==> src/rtl/mitec2_dramseq_if.sv <==
// Z80-side strobes/address bits and the DRAM strobe outputs of the
// MITEC-2 cartridge DRAM sequencer.
interface mitec2_dramseq_if;
    logic MREQ;
    logic RD;
    logic WR;
    logic RFSH;
    logic A7;
    logic A14;
    logic A15;
    logic RAS1;
    logic RAS2;
    logic CAS1;
    logic CAS2;
    logic MUX;
    logic RAMA7;
    logic WAIT;

    // CPU / bus side
    modport master (
        output MREQ, RD, WR, RFSH, A7, A14, A15,
        input  RAS1, RAS2, CAS1, CAS2, MUX, RAMA7, WAIT
    );

    // Sequencer side
    modport slave (
        input  MREQ, RD, WR, RFSH, A7, A14, A15,
        output RAS1, RAS2, CAS1, CAS2, MUX, RAMA7, WAIT
    );
endinterface

==> src/rtl/mitec2_dramseq.sv <==
// Clocked DRAM strobe sequencer: synchronises the Z80 strobes, then runs
// row/column/refresh cycles with clock-counted spacing and a guaranteed
// precharge, holding /WAIT while an access is blocked by precharge.
module mitec2_dramseq #(
    parameter int unsigned SYNC_STAGES = 2,
    parameter int unsigned T_RCD       = 1,
    parameter int unsigned T_MC        = 1,
    parameter int unsigned T_RP        = 2
) (
    input  logic            CLK,
    input  logic            RESETN,
    mitec2_dramseq_if.slave bus
);

    typedef enum logic [2:0] {
        S_IDLE,
        S_ROW,
        S_COL,
        S_ACT,
        S_REF,
        S_PRE
    } state_t;

    localparam logic [3:0] RCD_LAST = 4'(T_RCD - 1);
    localparam logic [3:0] MC_LAST  = 4'(T_MC - 1);
    localparam logic [3:0] RP_LAST  = 4'(T_RP - 1);

    // {MREQ, RD, WR, RFSH} per synchroniser stage
    logic [3:0] sync_q [SYNC_STAGES];
    logic [3:0] sync_d [SYNC_STAGES];

    logic mreq_s, rd_s, wr_s, rfsh_s;
    logic acc, ref_req;

    state_t     state_q, state_d;
    logic [3:0] cnt_q, cnt_d;
    logic       armed_q, armed_d;
    logic       bank_q, bank_d;
    logic       a7l_q, a7l_d;
    logic       ras1_q, ras1_d;
    logic       ras2_q, ras2_d;
    logic       cas1_q, cas1_d;
    logic       cas2_q, cas2_d;
    logic       mux_q, mux_d;
    logic       rama7_q, rama7_d;
    logic       wait_q, wait_d;
    logic       ras_on;

    // Synchroniser shift: stage 0 samples the raw strobes
    always_comb begin
        sync_d[0] = {bus.MREQ, bus.RD, bus.WR, bus.RFSH};
        for (int unsigned i = 1; i < SYNC_STAGES; i++) begin
            sync_d[i] = sync_q[i-1];
        end
    end

    // Synchroniser flops, idle (high) out of reset
    always_ff @(posedge CLK or negedge RESETN) begin
        if (!RESETN) begin
            for (int unsigned i = 0; i < SYNC_STAGES; i++) begin
                sync_q[i] <= '1;
            end
        end else begin
            for (int unsigned i = 0; i < SYNC_STAGES; i++) begin
                sync_q[i] <= sync_d[i];
            end
        end
    end

    assign {mreq_s, rd_s, wr_s, rfsh_s} = sync_q[SYNC_STAGES-1];
    assign acc     = !mreq_s && bus.A15 && rfsh_s && (!rd_s || !wr_s);
    assign ref_req = !mreq_s && !rfsh_s;

    // Next state, counters and strobe levels; outputs derive from the next
    // state so every strobe leaves a flop directly
    always_comb begin
        state_d = state_q;
        cnt_d   = cnt_q;
        armed_d = armed_q || mreq_s;
        bank_d  = bank_q;
        a7l_d   = a7l_q;
        unique case (state_q)
            S_IDLE: begin
                if (armed_q && ref_req) begin
                    state_d = S_REF;
                    armed_d = 1'b0;
                end else if (armed_q && acc) begin
                    state_d = S_ROW;
                    armed_d = 1'b0;
                    bank_d  = bus.A14;
                    a7l_d   = bus.A7;
                    cnt_d   = '0;
                end
            end
            S_ROW: begin
                if (mreq_s) begin
                    state_d = S_PRE;
                    cnt_d   = '0;
                end else if (cnt_q == RCD_LAST) begin
                    state_d = S_COL;
                    cnt_d   = '0;
                end else begin
                    cnt_d = cnt_q + 4'd1;
                end
            end
            S_COL: begin
                if (mreq_s) begin
                    state_d = S_PRE;
                    cnt_d   = '0;
                end else if (cnt_q == MC_LAST) begin
                    state_d = S_ACT;
                    cnt_d   = '0;
                end else begin
                    cnt_d = cnt_q + 4'd1;
                end
            end
            S_ACT, S_REF: begin
                if (mreq_s) begin
                    state_d = S_PRE;
                    cnt_d   = '0;
                end
            end
            S_PRE: begin
                if (cnt_q == RP_LAST) begin
                    state_d = S_IDLE;
                    cnt_d   = '0;
                end else begin
                    cnt_d = cnt_q + 4'd1;
                end
            end
            default: begin
                state_d = S_IDLE;
                cnt_d   = '0;
            end
        endcase

        ras_on  = (state_d == S_ROW) || (state_d == S_COL) || (state_d == S_ACT);
        ras1_d  = !((ras_on && !bank_d) || (state_d == S_REF));
        ras2_d  = !((ras_on && bank_d) || (state_d == S_REF));
        mux_d   = !((state_d == S_COL) || (state_d == S_ACT));
        cas1_d  = !((state_d == S_ACT) && !bank_d);
        cas2_d  = !((state_d == S_ACT) && bank_d);
        rama7_d = ((state_d == S_COL) || (state_d == S_ACT)) && a7l_d;
        wait_d  = !(acc && ((state_d == S_PRE) || (state_d == S_ROW) ||
                            (state_d == S_COL) ||
                            ((state_d == S_IDLE) && armed_d)));
    end

    // Sequencer state and registered strobes; reset forces all strobes idle
    always_ff @(posedge CLK or negedge RESETN) begin
        if (!RESETN) begin
            state_q <= S_IDLE;
            cnt_q   <= '0;
            armed_q <= 1'b1;
            bank_q  <= 1'b0;
            a7l_q   <= 1'b0;
            ras1_q  <= 1'b1;
            ras2_q  <= 1'b1;
            cas1_q  <= 1'b1;
            cas2_q  <= 1'b1;
            mux_q   <= 1'b1;
            rama7_q <= 1'b0;
            wait_q  <= 1'b1;
        end else begin
            state_q <= state_d;
            cnt_q   <= cnt_d;
            armed_q <= armed_d;
            bank_q  <= bank_d;
            a7l_q   <= a7l_d;
            ras1_q  <= ras1_d;
            ras2_q  <= ras2_d;
            cas1_q  <= cas1_d;
            cas2_q  <= cas2_d;
            mux_q   <= mux_d;
            rama7_q <= rama7_d;
            wait_q  <= wait_d;
        end
    end

    assign bus.RAS1  = ras1_q;
    assign bus.RAS2  = ras2_q;
    assign bus.CAS1  = cas1_q;
    assign bus.CAS2  = cas2_q;
    assign bus.MUX   = mux_q;
    assign bus.RAMA7 = rama7_q;
    assign bus.WAIT  = wait_q;

endmodule

==> src/flat_wrapper.sv <==
// flat-port wrapper written by rule: the top's interface ports become plain ports
module mitec2_dramseq_flat 
#(
    parameter int unsigned SYNC_STAGES = 2,
    parameter int unsigned T_RCD       = 1,
    parameter int unsigned T_MC        = 1,
    parameter int unsigned T_RP        = 2
)
  (CLK, RESETN, bus_MREQ, bus_RD, bus_WR, bus_RFSH, bus_A7, bus_A14, bus_A15, bus_RAS1, bus_RAS2, bus_CAS1, bus_CAS2, bus_MUX, bus_RAMA7, bus_WAIT);
  mitec2_dramseq_if bus_i ();
  input  logic CLK;
  input  logic RESETN;
  input wire logic [$bits(bus_i.MREQ)-1:0] bus_MREQ;
  input wire logic [$bits(bus_i.RD)-1:0] bus_RD;
  input wire logic [$bits(bus_i.WR)-1:0] bus_WR;
  input wire logic [$bits(bus_i.RFSH)-1:0] bus_RFSH;
  input wire logic [$bits(bus_i.A7)-1:0] bus_A7;
  input wire logic [$bits(bus_i.A14)-1:0] bus_A14;
  input wire logic [$bits(bus_i.A15)-1:0] bus_A15;
  output wire logic [$bits(bus_i.RAS1)-1:0] bus_RAS1;
  output wire logic [$bits(bus_i.RAS2)-1:0] bus_RAS2;
  output wire logic [$bits(bus_i.CAS1)-1:0] bus_CAS1;
  output wire logic [$bits(bus_i.CAS2)-1:0] bus_CAS2;
  output wire logic [$bits(bus_i.MUX)-1:0] bus_MUX;
  output wire logic [$bits(bus_i.RAMA7)-1:0] bus_RAMA7;
  output wire logic [$bits(bus_i.WAIT)-1:0] bus_WAIT;
  assign bus_i.MREQ = bus_MREQ;
  assign bus_i.RD = bus_RD;
  assign bus_i.WR = bus_WR;
  assign bus_i.RFSH = bus_RFSH;
  assign bus_i.A7 = bus_A7;
  assign bus_i.A14 = bus_A14;
  assign bus_i.A15 = bus_A15;
  assign bus_RAS1 = bus_i.RAS1;
  assign bus_RAS2 = bus_i.RAS2;
  assign bus_CAS1 = bus_i.CAS1;
  assign bus_CAS2 = bus_i.CAS2;
  assign bus_MUX = bus_i.MUX;
  assign bus_RAMA7 = bus_i.RAMA7;
  assign bus_WAIT = bus_i.WAIT;
  mitec2_dramseq #(.SYNC_STAGES(SYNC_STAGES), .T_RCD(T_RCD), .T_MC(T_MC), .T_RP(T_RP)) u_core (.CLK(CLK), .RESETN(RESETN), .bus(bus_i));
endmodule
==> config.mk <==
export PLATFORM = sky130hd
export DESIGN_NAME = mitec2_dramseq_flat
export DESIGN_NICKNAME = d
export VERILOG_FILES = /design/src/rtl/mitec2_dramseq_if.sv /design/src/rtl/mitec2_dramseq.sv /design/src/flat_wrapper.sv
export SDC_FILE = /design/constraint.sdc
export NUM_CORES = 1
export LEC_CHECK = 0
export CORE_UTILIZATION = 40
export DETAILED_ROUTE_END_ITERATION = 7
export PLACE_DENSITY_LB_ADDON = 0.15
export REMOVE_ABC_BUFFERS = 1
export SLEW_MARGIN = 10
export SYNTH_ARGS = -nofsm -noshare
export SYNTH_HDL_FRONTEND = slang
export SYNTH_SLANG_ARGS = --single-unit
export TNS_END_PERCENT = 30
==> constraint.sdc <==
create_clock -name CLK -period 4.4 [get_ports CLK]
set_input_delay 0.44 -clock CLK [delete_from_list [all_inputs] [get_ports CLK]]
set_output_delay 0.44 -clock CLK [all_outputs]
set_load 0.01 [all_outputs]
Word-level counts from Yosys, hierarchy flattened
Index checks and enable logic that the tools add are counted.
{"block": "classes", "div": 0, "addsub": 1, "multipliers": 0, "n_lt_le_gt_ge": 0, "n_bitwise": 0, "n_eq_ne": 14, "n_mux": 25, "n_reduce_logical": 40, "n_shift": 0}
{"operator": "two-way mux 3 bit", "count": 8}
{"operator": "two-way mux 4 bit", "count": 6}
{"operator": "case mux 4 bit (4 select lines)", "count": 1}
{"operator": "case mux 3 bit (5 select lines)", "count": 1}
{"operator": "logical AND 1 bit", "count": 13}
{"operator": "== test 3 x 2 -> 1 bit (second input constant)", "count": 4}
{"operator": "== test 3 bit (second input constant)", "count": 4}
{"operator": "zero test 1 bit", "count": 11}
{"operator": "logical OR 1 bit", "count": 10}
{"operator": "two-way mux 1 bit", "count": 9}
{"operator": "== test 3 x 1 -> 1 bit (second input constant)", "count": 2}
{"operator": "zero test 3 bit", "count": 2}
{"operator": "adder 4 x 1 -> 4 bit (second input constant)", "count": 1}
{"operator": "== test 4 x 1 -> 1 bit (second input constant)", "count": 1}
{"operator": "zero test 4 bit", "count": 1}
{"operator": "inequality test 2 x 1 -> 1 bit (second input constant)", "count": 2}
{"operator": "OR reduction 2 bit", "count": 2}
{"operator": "AND reduction 3 bit", "count": 1}
{"operator": "inequality test 2 bit (second input constant)", "count": 1}
{"block": "word_totals", "rom_bits": 0, "memories": 0, "mem_bits_rw": 0, "in_bits": 9, "regBits": 25, "latch_bits": 0}

Depth between registers and ports, before layout
Gate-level depths: netlist of run 1.
{"block": "logic_depth", "ltp_word": 14, "mapped_depth": 8}

Least setup slack after synthesis of run 1
No wires, ideal clock.
{"block": "synth_timing", "path_type": "flip-flop to flip-flop", "from": "register u_core.cnt_q[0]", "to": "register u_core.ras1_q (netlist: u_core.bus.RAS1)", "required_time_ps": 4323, "arrival_ps": 1666, "stages_incl_launch_ff": 8, "slack_ps": 2657, "period_less_slack_ps": 1743, "setup_time_ps": 77, "n_path_buf": 0, "cell_sequence": "dfrtp_1 > inv_1 > ha_1 > nor3b_4 > mux2i_1 > o2111ai_4 > nand2b_1 > a31oi_1"}
{"block": "synth_between", "elab_chain_len": 10, "elab_cells_between_ends": 17, "cone_classes": "eq/ne: 5; mux: 6; reduce/logical: 6"}
{"item": "from (decl)", "line_no": "mitec2_dramseq.sv:36", "rtl": "logic [3:0] cnt_q, cnt_d;"}
{"item": "from (signal assigned)", "line_no": "mitec2_dramseq.sv:166", "rtl": "cnt_q <= cnt_d;"}
{"item": "zero test 4 bit", "line_no": "mitec2_dramseq.sv:99, mitec2_dramseq.sv:110"}
{"item": "two-way mux 3 bit, on equally long branches", "line_no": "mitec2_dramseq.sv:110, mitec2_dramseq.sv:99"}
{"item": "two-way mux 3 bit, on equally long branches", "line_no": "mitec2_dramseq.sv:107, mitec2_dramseq.sv:96"}
{"item": "case mux 3 bit (5 select lines) *", "line_no": "mitec2_dramseq.sv:82", "rtl": "unique case (state_q)"}
{"item": "net u_core.state_d[0]", "line_no": "mitec2_dramseq.sv:35", "rtl": "state_t state_q, state_d;"}
{"item": "== test 3 x 1 -> 1 bit / == test 3 x 2 -> 1 bit (equally long branches)", "line_no": "mitec2_dramseq.sv:137", "rtl": "ras_on = (state_d == S_ROW) || (state_d == S_COL) || (state_d == S_ACT);"}
{"item": "logical OR 1 bit (2 in series)", "line_no": "mitec2_dramseq.sv:137"}
{"item": "logical AND 1 bit", "line_no": "mitec2_dramseq.sv:138", "rtl": "ras1_d = !((ras_on && !bank_d) || (state_d == S_REF));"}
{"item": "logical OR 1 bit *", "line_no": "mitec2_dramseq.sv:138"}
{"item": "zero test 1 bit *", "line_no": "mitec2_dramseq.sv:138"}
{"item": "net u_core.ras1_d", "line_no": "mitec2_dramseq.sv:40", "rtl": "logic ras1_q, ras1_d;"}
{"item": "to (signal assigned)", "line_no": "mitec2_dramseq.sv:170", "rtl": "ras1_q <= ras1_d;"}
{"item": "to (decl)", "line_no": "mitec2_dramseq.sv:40"}
Mark *: on every way through the listed nets, which the timed path passes. The rest lies on a longest branch.
A chain may end at the register's enable or synchronous reset.

Worst setup path after layout of run 1
{"block": "layout_timing", "from": "register u_core.cnt_q[0]", "to": "register u_core.cnt_q[1]"}
{"block": "layout_between", "elab_chain_len": 4, "elab_cells_between_ends": 7, "cone_classes": "add/sub: 1; eq/ne: 1; mux: 4; reduce/logical: 1"}
{"item": "adder 4 x 1 -> 4 bit / zero test 4 bit (equally long branches)"}
{"item": "two-way mux 4 bit", "line_no": "mitec2_dramseq.sv:99, mitec2_dramseq.sv:110"}
{"item": "two-way mux 4 bit", "line_no": "mitec2_dramseq.sv:107", "rtl": "if (mreq_s) begin"}
{"item": "case mux 4 bit (4 select lines) *", "line_no": "mitec2_dramseq.sv:82"}
Every way passes the cells marked *; elsewhere a longest branch is shown, timed or not.

==> results.toml, run 1 <==
[global_route]
track_usage = 0.134
grt_pass1_vias = 757
use_met3 = 0.0163
grt_max_degree = 26
grt_remaining_overflow = 0
met2_usage = 0.215
antenna_found_initial = 0
grt_pass1_wl_um = 3250
grt-busiest-layer = "met2"
use_met1 = 0.179

[synthesis]
yosysWarnings = 0
ys_seq_area_frac = 0.556
synth.area.top_cells = "dfstp_2 34%, dfrtp_1 22%, ha_1 4.3%, inv_1 2.3%, nand2_1 2.3%"
synth_area_um2 = 1160
netlist-cell-type-count = 38
synth_top_cell_area_share = 0.340
synth_largest_area_cell = "dfstp_2"
avgSynthCellArea_um2 = 11.8
synth-seq-cells = 25
syn-instance-count = 98

[routing]
dr.pass1.iters = 4
vias = 755
routed_wl_um = 1850
detail_route.vias_per_cell = 5.24
route.detailed.drc = 0
ant_nets = 0
drt_iter0_drc = 31
routedWlPerCell_um = 12.8

[timing]
setup_ws_ns = 2.46
fin_tns_setup_ns = 0
rsz0062_at_grt = "false"
max_freq_ghz = 0.515
skew_ns = 0.00167
worstMarginPinSlew_ns = 1.05
hold_violations = 0
slew_headroom = 0.297
setup_viol = 0
min_period_ns = 1.94
fin_crit_sh = 0.441
drv_slew = 0

[finish]
stdcell_area_um2 = 1350
finalNetCount = 127
drive_gt1_frac = 0.230
ff_latch_area_um2 = 644
fin_cells = 144
syn_to_final_growth_pct = 16.8
diodes = 0
fillers = 255
multi_input_area_um2 = 468

[worst_setup_path]
cp-end-kind = "flop"
worst_path_largest_cell_delay_ns = 0.44
required_ns = 4.59
path_class = "flop to flop"
startpoint_type = "flop"
path_buf_inv = 1
cp_top_family = "compound AO/OA/AOI/OAI gates"
worstPathMaxFanout = 7
arrival_ns = 2.14
worstPathCellList = "inv_1 > ha_1 > nor3b_4 > mux2i_1 > o2111ai_4 > o21ai_4 > a221o_1"
slowest_stage = "dfrtp_1"

[cts]
post_cts_buffers = 0
htree_num_levels = 1
clock_path_buffers = 2
clkLatencyLatePin_ns = 0.30
tritoncts.num_buffers = 3
cts_root_buffer = "clkbuf_4"
postCtsResizedCells = 0
cts.clk_slew.worst_paths_ns = 0.12
cts.sinks = 25
cts_hold_buf = 0
cts_tree = "yes"

[placed_design]
place_inst = 140
io_buffers = 15
hpwlAfterDp_um = 1360
pre_cts_slack_ns = 2.14
postPlaceCellArea_um2 = 1330
gp_congestion = 0.793

[die]
fp.dieW_um = 55.8
coreArea_um2 = 2760
dieHeight_um = 55.8
die_area_um2 = 3120
start_util = 0.420
pin_count = 16
row_count = 19

[power_and_ir_drop]
peakVddDrop_uv = 413
power.density_nw_per_um2 = 641
power.leakage_uw = 0.000591

[job]
maxCapViolCount = 0

[min_path]
hold_path.class = "flop to flop"

[run_status]
status = "finished clean"
-- stage by stage --
| step | util | power (uW) | hold slack, ns |
|---|---|---|---|
| after floorplan | - | 670 | 0.144 |
| after global placement | 0.481 | 777 | 0.346 |
| after detailed placement | 0.481 | 778 | 0.347 |
| after CTS | 0.491 | 876 | 0.365 |
| after global routing | 0.491 | 932 | 0.371 |
| final | 0.491 | 867 | 0.365 |
-- power breakdown --
group	switching [uW]	leakage, uW	internal, uW	total (uW)
Sequential	65.9	0.000288	303	369
Combinational	200	0.000288	202	402
Clock	61.1	0.0000150	35.3	96.5
Total	327	0.000591	540	867
-- cell usage in the layout (no fill, tap or decap), types with 2 or more instances in the layout --
cell	n
clkdlybuf4s50_1	15
dfstp_2	15
dfrtp_1	10
inv_1	7
nor2_1	7
nand2_1	7
ha_1	4
a21oi_1	3
nand3_1	3
a21o_1	3
clkbuf_4	3
or3_1	2
a211o_1	2
mux2i_1	2
a31oi_1	2
nor2b_1	2
mux2_2	2
o41ai_1	2
a211oi_1	2
-- final timing paths --
| kind | end | start | cells past startpoint | slack, ns |
|---|---|---|---|---|
| max in group asynchronous | u_core.cnt_q[3] | RESETN | 1 | 3.08 |
| hold / removal | u_core.sync_q[1] | u_core.sync_d[1] | 0 | 0.36 |
| min in group asynchronous | u_core.state_q[0] | RESETN | 1 | 0.69 |
| setup reg to reg | u_core.cnt_q[1] | u_core.cnt_q[0] | 7 | 2.46 |
| setup / recovery | u_core.cnt_q[1] | u_core.cnt_q[0] | 7 | 2.46 |
| hold reg to reg | u_core.sync_q[1] | u_core.sync_d[1] | 0 | 0.36 |
-- kinds of logic after synthesis --
| logic type | Yosys count | share of synthesized area |
|---|---|---|
| simple gates | 28 | 0.133 |
| mux | 4 | 0.0367 |
| xor+xnor | 2 | 0.0151 |
| compound gates | 24 | 0.176 |
| fa+ha+maj | 4 | 0.0432 |
| flops | 25 | 0.556 |
| buf+inv | 11 | 0.0400 |
-- cell usage after synthesis, drive strengths merged --
cell and n:
ha 4, a211oi 2, or2 1, inv 7, nand3 3, a221o 1, o2111ai 1, xor2 1
mux2 2, a211o 2, or3 2, nand2 7, and4b 1, a21oi 3, mux2i 2, xnor2 1
o211ai 1, o41ai 2, o22ai 1, clkbuf 1, dfstp 15, and2 1, nand4b 1, o21ai 3
a31oi 2, nand2b 1, nor3b 1, dfrtp 10, nor2 7, a21o 4, buf 3, nor3 1
a21boi 1, nor2b 2, o311a 1
-- per-layer routing --
metal / routed length, um / share of wire
met5: 0 / 0
met4: 17 / 0.0092
met3: 44 / 0.024
met2: 889 / 0.48
met1: 899 / 0.49
-- worst reg2reg max path: cells and delay by family, from the launching register on --
kind            cells  cell delay [ns]
compound gates      3             0.71
flops               1             0.44
simple gates        1             0.26
fa+ha+maj           1             0.15
mux                 1             0.15
buf+inv             1             0.12
-- final cells by class --
class,count,share of cell area
inverter,7,0.0194
multi-input combinational,62,0.346
tap,31,0.0287
sequential,25,0.476
timing repair buffer,15,0.111
clock buffer,4,0.0194
(Power assumes the default switching activity.)
==> run 2, diff against run 1 <==
==> constraint.sdc (replaced) <==
create_clock -name CLK -period 1.6 [get_ports CLK]
set_input_delay 0.16 -clock CLK [delete_from_list [all_inputs] [get_ports CLK]]
set_output_delay 0.16 -clock CLK [all_outputs]
set_load 0.01 [all_outputs]
==> results.toml, run 2 (synthesized netlist as in run 1, its figures left out) <==
[run_status]
status = "complete, but fails checks"
violations = "setup timing"

[finish]
stdcell_area_um2 = 1610
diodes = 0
utilization = 0.585
syn_to_final_growth_pct = 39.2
finalNetCount = 155
drive_gt1_frac = 0.454
fin_cells = 172
final_common_cell = "buf_4"
mostFrequentLayoutCells = "28 x buf_4, 15 x dfstp_2, 14 x clkdlybuf4s50_1, 9 x dfrtp_1, 7 x nand2_1"
fillers = 241

[placed_design]
postPlaceCellArea_um2 = 1520
io_buffers = 15
gp_congestion = 0.823
hpwlAfterDp_um = 1760
place_inst = 166

[cts]
tritoncts.num_buffers = 3
cts.clk_slew.worst_paths_ns = 0.12
cts_tree = "yes"
clkLatencyLatePin_ns = 0.30
cts_hold_buf = 0
cts_root_buffer = "clkbuf_4"
cts.sinks = 25
clock_path_buffers = 2
htree_num_levels = 1

[timing]
slew_headroom = 0.677
min_period_ns = 1.84
setup_viol = 12
skew_ns = 0.00313
drv_slew = 0
fin_hold_ws_ns = 0.193
fin_crit_sh = 1.15
worstMarginPinSlew_ns = 0.479
rsz0062_at_grt = "true"
fin_tns_setup_ns = -1.94
max_freq_ghz = 0.543
hold_violations = 0
setup_ws_ns = -0.242

[die]
die_area_um2 = 3120
fp.dieW_um = 55.8
coreArea_um2 = 2760
start_util = 0.420
row_count = 19
pin_count = 16
dieHeight_um = 55.8

[routing]
dr.pass1.iters = 5
detail_route.vias_per_cell = 5.19
routedWlPerCell_um = 14.1
route.detailed.drc = 0
routed_wl_um = 2430
drt_iter0_drc = 38
vias = 892
ant_nets = 0

[worst_setup_path]
cp-end-kind = "flop"
cp_top_family = "multiplexers"
path_buf_inv = 1
arrival_ns = 2.10
required_ns = 1.85
worstPathMaxFanout = 7
worst_path_largest_cell_delay_ns = 0.40
slowest_stage = "dfrtp_1"
worstPathCellList = "inv_2 > ha_4 > nor3b_4 > mux2i_2 > o2111ai_4 > o21ai_4 > mux2_2"
path_class = "flop to flop"
startpoint_type = "flop"

[global_route]
grt_max_degree = 26
track_usage = 0.175
grt_remaining_overflow = 0
grt_pass1_wl_um = 4150
grt_pass1_vias = 902
antenna_found_initial = 0

[power_and_ir_drop]
power.leakage_uw = 0.000731
power.density_nw_per_um2 = 1840
peakVddDrop_uv = 1220

[min_path]
hold_path.class = "primary input to asynchronous set/reset pin"

[job]
maxCapViolCount = 0
run 2: through the flow:
| stage | worst slack [ns] | total power, uW |
|---|---|---|
| 6_report | -0.242 | 2970 |
| 5_1_grt | -0.340 | 3180 |
| 4_1_cts | -0.221 | 2900 |
| 3_5_place_dp | -0.224 | 2470 |
| 3_3_place_gp | -0.181 | 2430 |
| 2_1_floorplan | -0.146 | 1840 |
run 2: routing by layer:
layer  vias up  track usage  wire [um]
met3         2       0.0163         61
met5         -            0          0
met2        17        0.274       1180
met4         0       0.0732         15
met1       442        0.252       1170
li1        431            -          -
run 2: worst paths after layout:
path	start	to	depth (start not counted)	slack (ns)
min	RESETN	u_core.state_q[0]	2	0.19
max reg2reg	u_core.cnt_q[0]	u_core.cnt_q[0]	7	-0.24
max	u_core.cnt_q[0]	u_core.cnt_q[0]	7	-0.24
max in group asynchronous	RESETN	u_core.sync_q[1]	2	1.12
min reg2reg	u_core.sync_d[2]	u_core.rd_s	0	0.36
min in group CLK	bus_RFSH	u_core.sync_d[0]	1	0.24
run 2: report_power, final:
group | internal (uW) | switching [uW] | total [uW]
sequential | 838 | 120 | 958
combinational | 957 | 787 | 1740
clock | 97.2 | 171 | 268
run 2: area by class of cell:
cell class | count | area, um^2 | area share
repair buffers | 43 | 363 | 0.225
well taps | 31 | 38.8 | 0.0240
clock buffers | 4 | 26.3 | 0.0163
multi-input cells | 62 | 513 | 0.318
flip-flops and latches | 25 | 646 | 0.400
inverters | 7 | 26.3 | 0.0163
run 2: what timing repair did:
action / CTS / global route
pin swaps: 4 / 1
resized for setup: 9 / 4
endpoints found under the setup margin: 14 / 16
buffers inserted: 1 / 1
==> run 3, diff against run 2 <==
--- a/config.mk
+++ b/config.mk
@@ -5,7 +5,9 @@
 export SDC_FILE = /design/constraint.sdc
 export NUM_CORES = 1
 export LEC_CHECK = 0
-export CORE_UTILIZATION = 40
+export CELL_PAD_IN_SITES_DETAIL_PLACEMENT = 1
+export CELL_PAD_IN_SITES_GLOBAL_PLACEMENT = 2
+export CORE_UTILIZATION = 32
 export DETAILED_ROUTE_END_ITERATION = 7
 export PLACE_DENSITY_LB_ADDON = 0.15
 export REMOVE_ABC_BUFFERS = 1
@@ -13,4 +15,4 @@
 export SYNTH_ARGS = -nofsm -noshare
 export SYNTH_HDL_FRONTEND = slang
 export SYNTH_SLANG_ARGS = --single-unit
-export TNS_END_PERCENT = 30
+export TNS_END_PERCENT = 20
==> results.toml, run 3 (synthesized netlist as in run 1, its figures left out) <==
[routing]
routed_wl_um = 2670
routedWlPerCell_um = 14.5
dr.pass1.iters = 2
route.detailed.drc = 0
vias = 892
drt_iter0_drc = 57
detail_route.vias_per_cell = 4.82
ant_nets = 0

[power_and_ir_drop]
power.leakage_uw = 0.000738
power.density_nw_per_um2 = 1840
peakVddDrop_uv = 860
totalPowerFinal_uw = 3040

[finish]
mostFrequentLayoutCells = "24 x buf_4, 15 x clkdlybuf4s50_1, 15 x dfstp_2, 10 x dfrtp_1, 7 x nand2_1"
stdcell_area_um2 = 1650
multi_input_area_um2 = 542
diodes = 0
fillers = 365
finalNetCount = 153
ff_latch_area_um2 = 644
final_common_cell = "buf_4"
syn_to_final_growth_pct = 42.4
drive_gt1_frac = 0.475

[worst_setup_path]
required_ns = 1.86
worst_path_largest_cell_delay_ns = 0.42
startpoint_type = "flop"
r2r_slack_ns = -0.19
worstPathCellList = "inv_2 > ha_4 > nor3b_4 > mux2i_2 > o2111ai_4 > o21ai_4 > mux2_2"
worstPathMaxFanout = 6
cp_top_family = "multiplexers"
slowest_stage = "dfrtp_1"
path_class = "flop to flop"
regToRegStartpoint = "u_core.cnt_q[1]"
ff2ff_path_depth = 7
path_buf_inv = 1
cp-end-kind = "flop"
r2r_end = "u_core.cnt_q[0]"
arrival_ns = 2.06

[die]
row_count = 21
coreArea_um2 = 3390
start_util = 0.342
die_area_um2 = 3870
dieHeight_um = 62.2
fp.dieW_um = 62.2
pin_count = 16

[cts]
htree_num_levels = 1
clock_path_buffers = 2
tritoncts.num_buffers = 3
post_cts_buffers = 0
cts_root_buffer = "clkbuf_4"
cts_tree = "yes"
clkLatencyLatePin_ns = 0.31
cts.clk_slew.worst_paths_ns = 0.12
cts.sinks = 25

[min_path]
hold_path.class = "primary input to asynchronous set/reset pin"

[global_route]
grt_pass1_vias = 993
grt_max_degree = 26
antenna_found_initial = 0
grt_pass1_wl_um = 4630
track_usage = 0.154
grt_remaining_overflow = 0

[timing]
skew_ns = 0.00205
max_freq_ghz = 0.557
hold_violations = 0
worstMarginPinSlew_ns = 0.327
setup_ws_ns = -0.195
rsz0062_at_grt = "true"
slew_headroom = 0.781
fin_crit_sh = 1.12
min_period_ns = 1.79
setup_viol = 12
drv_slew = 0

[run_status]
violations = "setup timing"
status = "complete, but fails checks"

[placed_design]
gp_congestion = 0.764
hpwlAfterDp_um = 2070
io_buffers = 15
postPlaceCellArea_um2 = 1540

[job]
maxCapViolCount = 0
## run 3: worst reg2reg max path, cell delays in order, from the launching register on
cell	delay, ns
dfrtp_1	0.42
inv_2	0.09
ha_4	0.13
nor3b_4	0.22
mux2i_2	0.29
o2111ai_4	0.19
o21ai_4	0.22
mux2_2	0.17
## run 3: where the power goes
part	switching, uW	internal (uW)	leakage, uW	total (uW)
Sequential	151	835	0.000288	986
Combinational	797	993	0.000432	1790
Clock	174	93.5	0.0000177	268
## run 3: through the flow
step | setup WS [ns] | cells | util | setup TNS, ns | hold slack (ns)
2_1_floorplan | -0.146 | 94 | - | -0.884 | -0.136
3_3_place_gp | -0.209 | 181 | 0.455 | -1.57 | 0.346
3_5_place_dp | -0.301 | 181 | 0.455 | -2.13 | 0.347
4_1_cts | -0.211 | 185 | 0.482 | -1.72 | 0.189
5_1_grt | -0.311 | 185 | 0.487 | -2.91 | 0.200
6_report | -0.195 | 185 | 0.487 | -1.50 | 0.192
## run 3: layout make-up
type	instances	share of cell area
Multi-Input combinational cell	62	0.328
Clock inverter	1	0.00303
Sequential cell	25	0.390
Inverter	7	0.0159
Timing Repair Buffer	41	0.214
Clock buffer	3	0.0136
Tap cell	46	0.0349
## run 3: worst max path at each step
stage	endpoint	cells past startpoint	startpoint
finish	u_core.cnt_q[0]	7	u_core.cnt_q[1]
global route	u_core.cnt_q[0]	7	u_core.cnt_q[1]
CTS	u_core.bus.WAIT	7	u_core.cnt_q[1]
detailed placement	u_core.cnt_q[3]	8	u_core.cnt_q[1]
global placement	u_core.bus.RAS2	7	bus_A15
floorplan	u_core.cnt_q[1]	7	u_core.cnt_q[0]
## run 3: timing repair
action | 4_1_cts | 5_1_grt
hold buffers | 0 | 0
setup endpoints to repair | 12 | 15
pin swaps | 7 | 4
gates resized for setup | 15 | 4
## run 3: routing by layer
layer	routed length (um)	GRT usage	up-vias
li1	-	-	430
met1	1180	0.187	444
met2	1370	0.271	12
met3	62	0.0165	6
met4	63	0.0785	0
met5	0	0	-
